File: config.mk
export PLATFORM = sky130hd
export DESIGN_NAME = mem_arb_ctrl
export DESIGN_NICKNAME = d
export VERILOG_FILES = /design/src/rtl/mem_ctrl_pkg.sv /design/src/rtl/mem_arb_ctrl_rr_arb2.sv /design/src/rtl/mem_arb_ctrl.sv
export SDC_FILE = /design/constraint.sdc
export NUM_CORES = 1
export LEC_CHECK = 0
export BUFFER_PORTS_ARGS = -buffer_cell sky130_fd_sc_hd__buf_4
export CAP_MARGIN = 25
export CORE_ASPECT_RATIO = 0.7
export CORE_MARGIN = 8
export CORE_UTILIZATION = 40
export DETAILED_ROUTE_END_ITERATION = 12
export HOLD_SLACK_MARGIN = 0.06
export PLACE_DENSITY_LB_ADDON = 0.2
export SYNTH_ARGS = -nofsm -noshare
export SYNTH_HDL_FRONTEND = slang
export SYNTH_SLANG_ARGS = --single-unit
File: constraint.sdc
create_clock -name iclk -period 1.7 [get_ports iclk]
set_clock_uncertainty 0.05 [all_clocks]
set_input_delay 0 -clock iclk [delete_from_list [all_inputs] [get_ports iclk]]
set_output_delay 0 -clock iclk [all_outputs]
set_load 0.02 [all_outputs]
File: src/rtl/mem_ctrl_pkg.sv
// Shared types and constants for the program/data memory arbiter slice.
// Build option: MEM_ARB_RR_EN selects round-robin arbitration (fixed A-priority otherwise).
package mem_ctrl_pkg;

  localparam int unsigned ADDR_W    = 10;
  localparam int unsigned DATA_W    = 14;
  localparam int unsigned MEM_DEPTH = 1024;

  // Identifies which requester issued an access.
  typedef enum logic {
    REQ_A = 1'b0,
    REQ_B = 1'b1
  } req_id_t;

  // One entry of the read-response tag pipeline.
  typedef struct packed {
    logic    valid;
    req_id_t id;
  } rsp_tag_t;

  // Round-robin pointer: which requester was granted most recently.
  typedef enum logic {
    LAST_A = 1'b0,
    LAST_B = 1'b1
  } arb_state_t;

endpackage

File: src/rtl/mem_arb_ctrl_rr_arb2.sv
// Two-input grant logic for the shared memory port.
// Build option: MEM_ARB_RR_EN builds the last-grant pointer and alternates on
// contention; without it A always wins and no state is kept.
module rr_arb2 (
`ifdef MEM_ARB_RR_EN
  input  logic iclk,
`endif
  input  logic irst,
  input  logic a_req,
  input  logic b_req,
  output logic a_gnt,
  output logic b_gnt
);
  import mem_ctrl_pkg::*;

`ifdef MEM_ARB_RR_EN
  arb_state_t state, state_nxt;

  // Last-grant pointer; B after reset so A wins the first contention.
  always_ff @(posedge iclk or posedge irst) begin
    if (irst) state <= LAST_B;
    else      state <= state_nxt;
  end

  // Grants and pointer update; pointer moves only on an actual grant.
  always_comb begin
    a_gnt     = 1'b0;
    b_gnt     = 1'b0;
    state_nxt = state;
    if (!irst) begin
      a_gnt = a_req && (!b_req || state == LAST_B);
      b_gnt = b_req && (!a_req || state == LAST_A);
    end
    if (a_gnt)      state_nxt = LAST_A;
    else if (b_gnt) state_nxt = LAST_B;
  end
`else
  // Fixed priority: B only gets the port when A is not asking.
  always_comb begin
    a_gnt = 1'b0;
    b_gnt = 1'b0;
    if (!irst) begin
      a_gnt = a_req;
      b_gnt = b_req && !a_req;
    end
  end
`endif

endmodule

File: src/rtl/mem_arb_ctrl.sv
// Arbiter and sequencer for the single-port 1024 x 14 program/data memory.
// Requesters A (loader/host) and B (core) share the port; each accepted access
// is registered into a command stage, and read data returns two cycles after
// acceptance on the issuing requester's rvalid.
// Build option: MEM_ARB_RR_EN (round-robin vs. fixed A-priority arbitration).
module mem_arb_ctrl #(
  parameter int unsigned ADDR_W = 10,
  parameter int unsigned DATA_W = 14
) (
  input  logic              iclk,
  input  logic              irst,
  input  logic              a_req,
  input  logic              a_we,
  input  logic [ADDR_W-1:0] a_addr,
  input  logic [DATA_W-1:0] a_wdata,
  output logic              a_gnt,
  output logic              a_rvalid,
  output logic [DATA_W-1:0] a_rdata,
  input  logic              b_req,
  input  logic              b_we,
  input  logic [ADDR_W-1:0] b_addr,
  input  logic [DATA_W-1:0] b_wdata,
  output logic              b_gnt,
  output logic              b_rvalid,
  output logic [DATA_W-1:0] b_rdata,
  output logic              mem_wr_en,
  output logic              mem_rd_en,
  output logic [ADDR_W-1:0] mem_addr,
  output logic [DATA_W-1:0] mem_wdata,
  input  logic [DATA_W-1:0] mem_rdata
);
  import mem_ctrl_pkg::*;

  logic              accept;
  logic              sel_b;
  logic              sel_we;
  logic [ADDR_W-1:0] sel_addr;
  logic [DATA_W-1:0] sel_wdata;
  rsp_tag_t          tag_nxt, tag_s1, tag_s2;
  logic [DATA_W-1:0] a_rdata_q, b_rdata_q;

  rr_arb2 u_arb (
`ifdef MEM_ARB_RR_EN
    .iclk  (iclk),
`endif
    .irst  (irst),
    .a_req (a_req),
    .b_req (b_req),
    .a_gnt (a_gnt),
    .b_gnt (b_gnt)
  );

  // Steer the granted requester's access towards the command stage.
  always_comb begin
    accept        = a_gnt || b_gnt;
    sel_b         = b_gnt;
    sel_we        = sel_b ? b_we    : a_we;
    sel_addr      = sel_b ? b_addr  : a_addr;
    sel_wdata     = sel_b ? b_wdata : a_wdata;
    tag_nxt.valid = accept && !sel_we;
    tag_nxt.id    = sel_b ? REQ_B : REQ_A;
  end

  // Command stage; address/data hold on idle cycles, only the enables drop.
  always_ff @(posedge iclk or posedge irst) begin
    if (irst) begin
      mem_wr_en <= 1'b0;
      mem_rd_en <= 1'b0;
      mem_addr  <= '0;
      mem_wdata <= '0;
    end else if (accept) begin
      mem_wr_en <= sel_we;
      mem_rd_en <= !sel_we;
      mem_addr  <= sel_addr;
      mem_wdata <= sel_wdata;
    end else begin
      mem_wr_en <= 1'b0;
      mem_rd_en <= 1'b0;
    end
  end

  // Read tag pipeline, two deep to match the memory's registered read.
  always_ff @(posedge iclk or posedge irst) begin
    if (irst) begin
      tag_s1 <= '0;
      tag_s2 <= '0;
    end else begin
      tag_s1 <= tag_nxt;
      tag_s2 <= tag_s1;
    end
  end

  assign a_rvalid = tag_s2.valid && (tag_s2.id == REQ_A);
  assign b_rvalid = tag_s2.valid && (tag_s2.id == REQ_B);

  // Per-requester hold registers so rdata keeps the last returned word.
  always_ff @(posedge iclk or posedge irst) begin
    if (irst) begin
      a_rdata_q <= '0;
      b_rdata_q <= '0;
    end else begin
      if (a_rvalid) a_rdata_q <= mem_rdata;
      if (b_rvalid) b_rdata_q <= mem_rdata;
    end
  end

  // Returned word is visible in the rvalid cycle itself, held afterwards.
  assign a_rdata = a_rvalid ? mem_rdata : a_rdata_q;
  assign b_rdata = b_rvalid ? mem_rdata : b_rdata_q;

endmodule

Word level (Yosys, flattened, before mapping)
Cells that the tools add are included.

Register bits after elaboration: 58. Input port bits: 68. Output and inout bits: 58. Word-level logic and storage cells: 28.

Multiplexer cells: 10. Bitwise operators: 1. Reduce and logical (&&, ||, !) cells: 7.

Operator list (count): $mux W14 (3); $mux W10 (1); $mux W1 (6); $logic_and A1 B1 Y1 (4); $logic_not A1 Y1 (2); $logic_or A1 B1 Y1 (1); $not A1 Y1 (1).

Depth between registers and ports, before layout
Depth in word-level cells: 6. Depth in mapped cells: 5. Mapped depth without buffers: 3.

Hierarchy
Synthesis repeated with hierarchy kept, for this count alone.

Cell total of the unflattened synthesis: 182. Area, all modules: 2402.3 µm².

By module, submodules not included: mem_arb_ctrl (instances 1, cells an instance 180, area each 2383.5 µm², seq. area each 1426.4 µm²); rr_arb2 (instances 1, cells an instance 2, area each 18.8 µm², seq. area each 0.0 µm²).

Least setup slack after synthesis
OpenSTA, ideal clock, no wires.

Path type: input to register. Start point: input port irst. End point: register mem_addr[9]. Setup time: 81 ps. Arrival time: 1433 ps. Required time: 1569 ps. Setup slack: 136 ps. Cell stages on the path: 5. Buffers on the path: 2. Path through: buf_2 inv_2 buf_2 nor2_1 nor3_2.

Longest elaborated chain between the ends: 2. Elaborated cells on any way between the ends: 4. Those cells by class: 3 x mux; 1 x reduce/logical.

Ends and longest elaborated chain: from (decl) (RTL line mem_arb_ctrl.sv:11) `input logic irst,`; $mux W1 (RTL line mem_arb_ctrl_rr_arb2.sv:42) `if (!irst) begin`; $mux W10 / $logic_or A1 B1 Y1 (equally long branches) (RTL line mem_arb_ctrl.sv:58, mem_arb_ctrl.sv:55); to (signal assigned) (RTL line mem_arb_ctrl.sv:74) `mem_addr <= sel_addr;`; to (decl) (RTL line mem_arb_ctrl.sv:28) `output logic [ADDR_W-1:0] mem_addr,`.

Several ways; a longest one is shown, not always the timed one. A chain may end at the register's enable or synchronous reset.

Worst setup path after layout
Start point: register tag_s2[1] (netlist name). End point: output port a_rdata[3].

Longest elaborated chain between the ends: 2.

Ends and longest elaborated chain: from (decl) (RTL line mem_arb_ctrl.sv:39) `rsp_tag_t tag_nxt, tag_s1, tag_s2;`; from (signal assigned) (RTL line mem_arb_ctrl.sv:89) `tag_s2 <= tag_s1;`; $logic_and A1 B1 Y1 (RTL line mem_arb_ctrl.sv:93) `assign a_rvalid = tag_s2.valid && (tag_s2.id == REQ_A);`; $mux W14 (RTL line mem_arb_ctrl.sv:108) `assign a_rdata = a_rvalid ? mem_rdata : a_rdata_q;`; to (decl) (RTL line mem_arb_ctrl.sv:18) `output logic [DATA_W-1:0] a_rdata,`.

Every way passes these cells.

==> reports/metrics.cfg <==
[synth]
avgSynthCellArea_um2 = 12.5
synth_common_cells = 57 x dfrtp_1, 34 x nor2_1, 20 x nor3_1
synthFlopType = dfrtp_1
yosysTopAreaCellShare_pct = 55.5
ys_async_sr_fraction_pct = 100
seq_area_frac_synth_pct = 55.5
mappedNetlistArea_um2 = 2570
syn_inst = 205
synth.most_common_cell = dfrtp_1
synth_edf_count = 0
synthTopCellsByArea = dfrtp_1 56%, mux2_4 5.3%, nor2_1 5.0%, o22ai_2 4.9%, mux2_2 4.4%
ys.warnings.count = 0
yosys.area.top_type = dfrtp_1
ys_types = 25
synth-seq-cells = 57
syn-num-nets = 273

[critical_path]
crit_end = a_rdata[3]
rr_worst_depth = 3
critPathArrivalTime_ps = 1530
r2r_end = mem_wdata[12]$_DFFE_PP0P_
cp-end-kind = output port
path_max_fanout = 15
r2r_slack_ps = 260
startpoint = tag_s2[1]$_DFF_PP0_
criticalPathCategory = reg2out
critPathRequiredTime_ps = 1650
rr_startpoint = mem_wdata[12]$_DFFE_PP0P_
crit_path_start_kind = register

[die]
dieWidth_um = 112
coreArea_um2 = 6220
initial_utilization_pct = 41.3
num_rows = 24
die_h_um = 83.1
io_pins = 126
die-area_um2 = 9290

[layout]
nets = 468
diodes = 0
final_util_pct = 71.7
area_growth_pct = 73.5
stdcell_area_um2 = 4460
drive_gt1_share_pct = 47.4
final_cells = 483

[sta]
setup_ws_ps = 115
whs_ps = 70.5
worst_pin_slew_ps = 818
setup_violations = 0
rsz0062_at_grt = false
period_share_pct = 93.2
relSlewSlack_pct = 45.3
finalWorstPathRequiredPeriod_ps = 1580
setup_tns_ps = 0
slew_violations = 0
hold_viol = 0
max_freq_mhz = 631

[run]
cap_violations = 0

[grt]
antenna_found_initial = 0
grt_max_degree = 29
use_met2_pct = 30.5
grtUsageTotal_pct = 17.6
met1_usage_pct = 19.7
grt_util_met3_pct = 7.37
grt_pass1_vias = 2623
grt_pass1_wl_um = 13100
busiest_layer = met2
grt-ovfl-total = 0

[place]
io_buffer_count = 125
post-place-ws_ps = 410
place_inst = 398
dpl_cell_area_um2 = 3550
dp_hpwl_um = 5210
place.gp.congestion = 0.696

[detailed_routing]
vias = 2352
drt-wirelength-per-cell_um = 16.5
wl_um = 7990
drtPass1Iterations = 6
route.detailed.drc = 0
initialDrtViolationCount = 63
routed_via_density = 4.87
postRouteAntennaNets = 0

[clock_tree]
cts_tree = yes
cts_setup_buffers = 0
cts_inserted_buffers = 9
h-tree-depth = 3
cts_sinks = 57
cts-root-buf = clkbuf_8
clk_pin_slew_worst_paths_ps = 70
clk_path_buf_depth = 2
clkLatencyLatePin_ps = 330

[pwr]
power.share.sequential_pct = 36.9
clkPwrFrac_pct = 30.4
p_sw_mw = 1.41
power_mw = 4.61
pwr-share-comb_pct = 32.6
power.leakage_nw = 2.08
p_sw_share_pct = 30.6
p_per_area_nw_per_um2 = 1030
internal-power_mw = 3.20
vdd_drop_max_mv = 0.535

[min_path]
hp-class = in2async

[outcome]
outcome = complete, no violations

-- per-layer routing --
metal  vias up  share of wire, %  wire length, um
met3        10               6.3              505
met4         0               1.0               82
met5         -                 0                0
met2        77                52             4180
li1       1114                 -                -
met1      1151                40             3220
-- how the worst min path moves through the flow --
stage	endpoint	slack (ps)	cells after the start
final	mem_wdata[10]$_DFFE_PP0P_	70	3
after global routing	mem_wdata[11]$_DFFE_PP0P_	110	3
after CTS	mem_addr[5]$_DFFE_PP0P_	60	3
after detailed placement	b_rdata_q[3]$_DFF_PP0_	200	2
after global placement	mem_addr[1]$_DFFE_PP0P_	200	3
after floorplan	mem_wr_en$_DFF_PP0_	80	2
-- cells in the final DEF (no fill, tap or decap), types with 10 or more instances in the layout --
| cell | count |
|---|---|
| buf_4 | 129 |
| dfrtp_1 | 57 |
| dlygate4sd3_1 | 69 |
| mux2_2 | 10 |
| nor2_1 | 34 |
| nor3_1 | 20 |
| nor3_2 | 10 |
| o22ai_2 | 10 |
-- final cells by class --
| cell class | instances | area, um2 |
|---|---|---|
| Fill cell | 473 | 1760 |
| Timing Repair Buffer | 200 | 1690 |
| Sequential cell | 57 | 1430 |
| Multi-Input combinational cell | 127 | 1010 |
| Clock buffer | 9 | 124 |
| Tap cell | 78 | 97.6 |
| Clock inverter | 7 | 93.8 |
| Inverter | 5 | 18.8 |
-- critical path, cell delays in order, from the launching register on --
cell,delay [ps]
dfrtp_1,370
nand2b_1,80
buf_6,210
mux2_2,380
buf_4,160
-- timing repair --
item,4_1_cts,5_1_grt
gates resized for setup,0,1
hold buffers,69,0
endpoints found under the hold margin,73,0
endpoints found under the setup margin,0,5
-- registers in the layout (all words and copies together) (netlist names) --
| name | flops |
|---|---|
| mem_wr_en | 1 |
| tag_s1 | 1 |
| mem_rd_en | 1 |
| b_rdata_q | 14 |
| mem_wdata | 14 |
| a_rdata_q | 14 |
| tag_s2 | 2 |
| mem_addr | 10 |
-- cell families after synthesis --
family | after synthesis | share of synthesized area (%)
AO/OA/AOI/OAI | 27 | 11.1
buffers and inverters | 21 | 5.31
flip-flops | 57 | 55.5
multiplexers | 28 | 13.6
AND/OR/NAND/NOR | 72 | 14.5
-- power by group through the flow --
stage | sequential [mW] | combinational [mW] | clock, mW
floorplan | 1.81 | 0.645 | 0
global placement | 1.71 | 1.32 | 0
detailed placement | 1.72 | 1.33 | 0
CTS | 1.70 | 1.51 | 1.43
global route | 1.73 | 1.61 | 1.50
finish | 1.70 | 1.50 | 1.40
(Power assumes the default switching activity.)
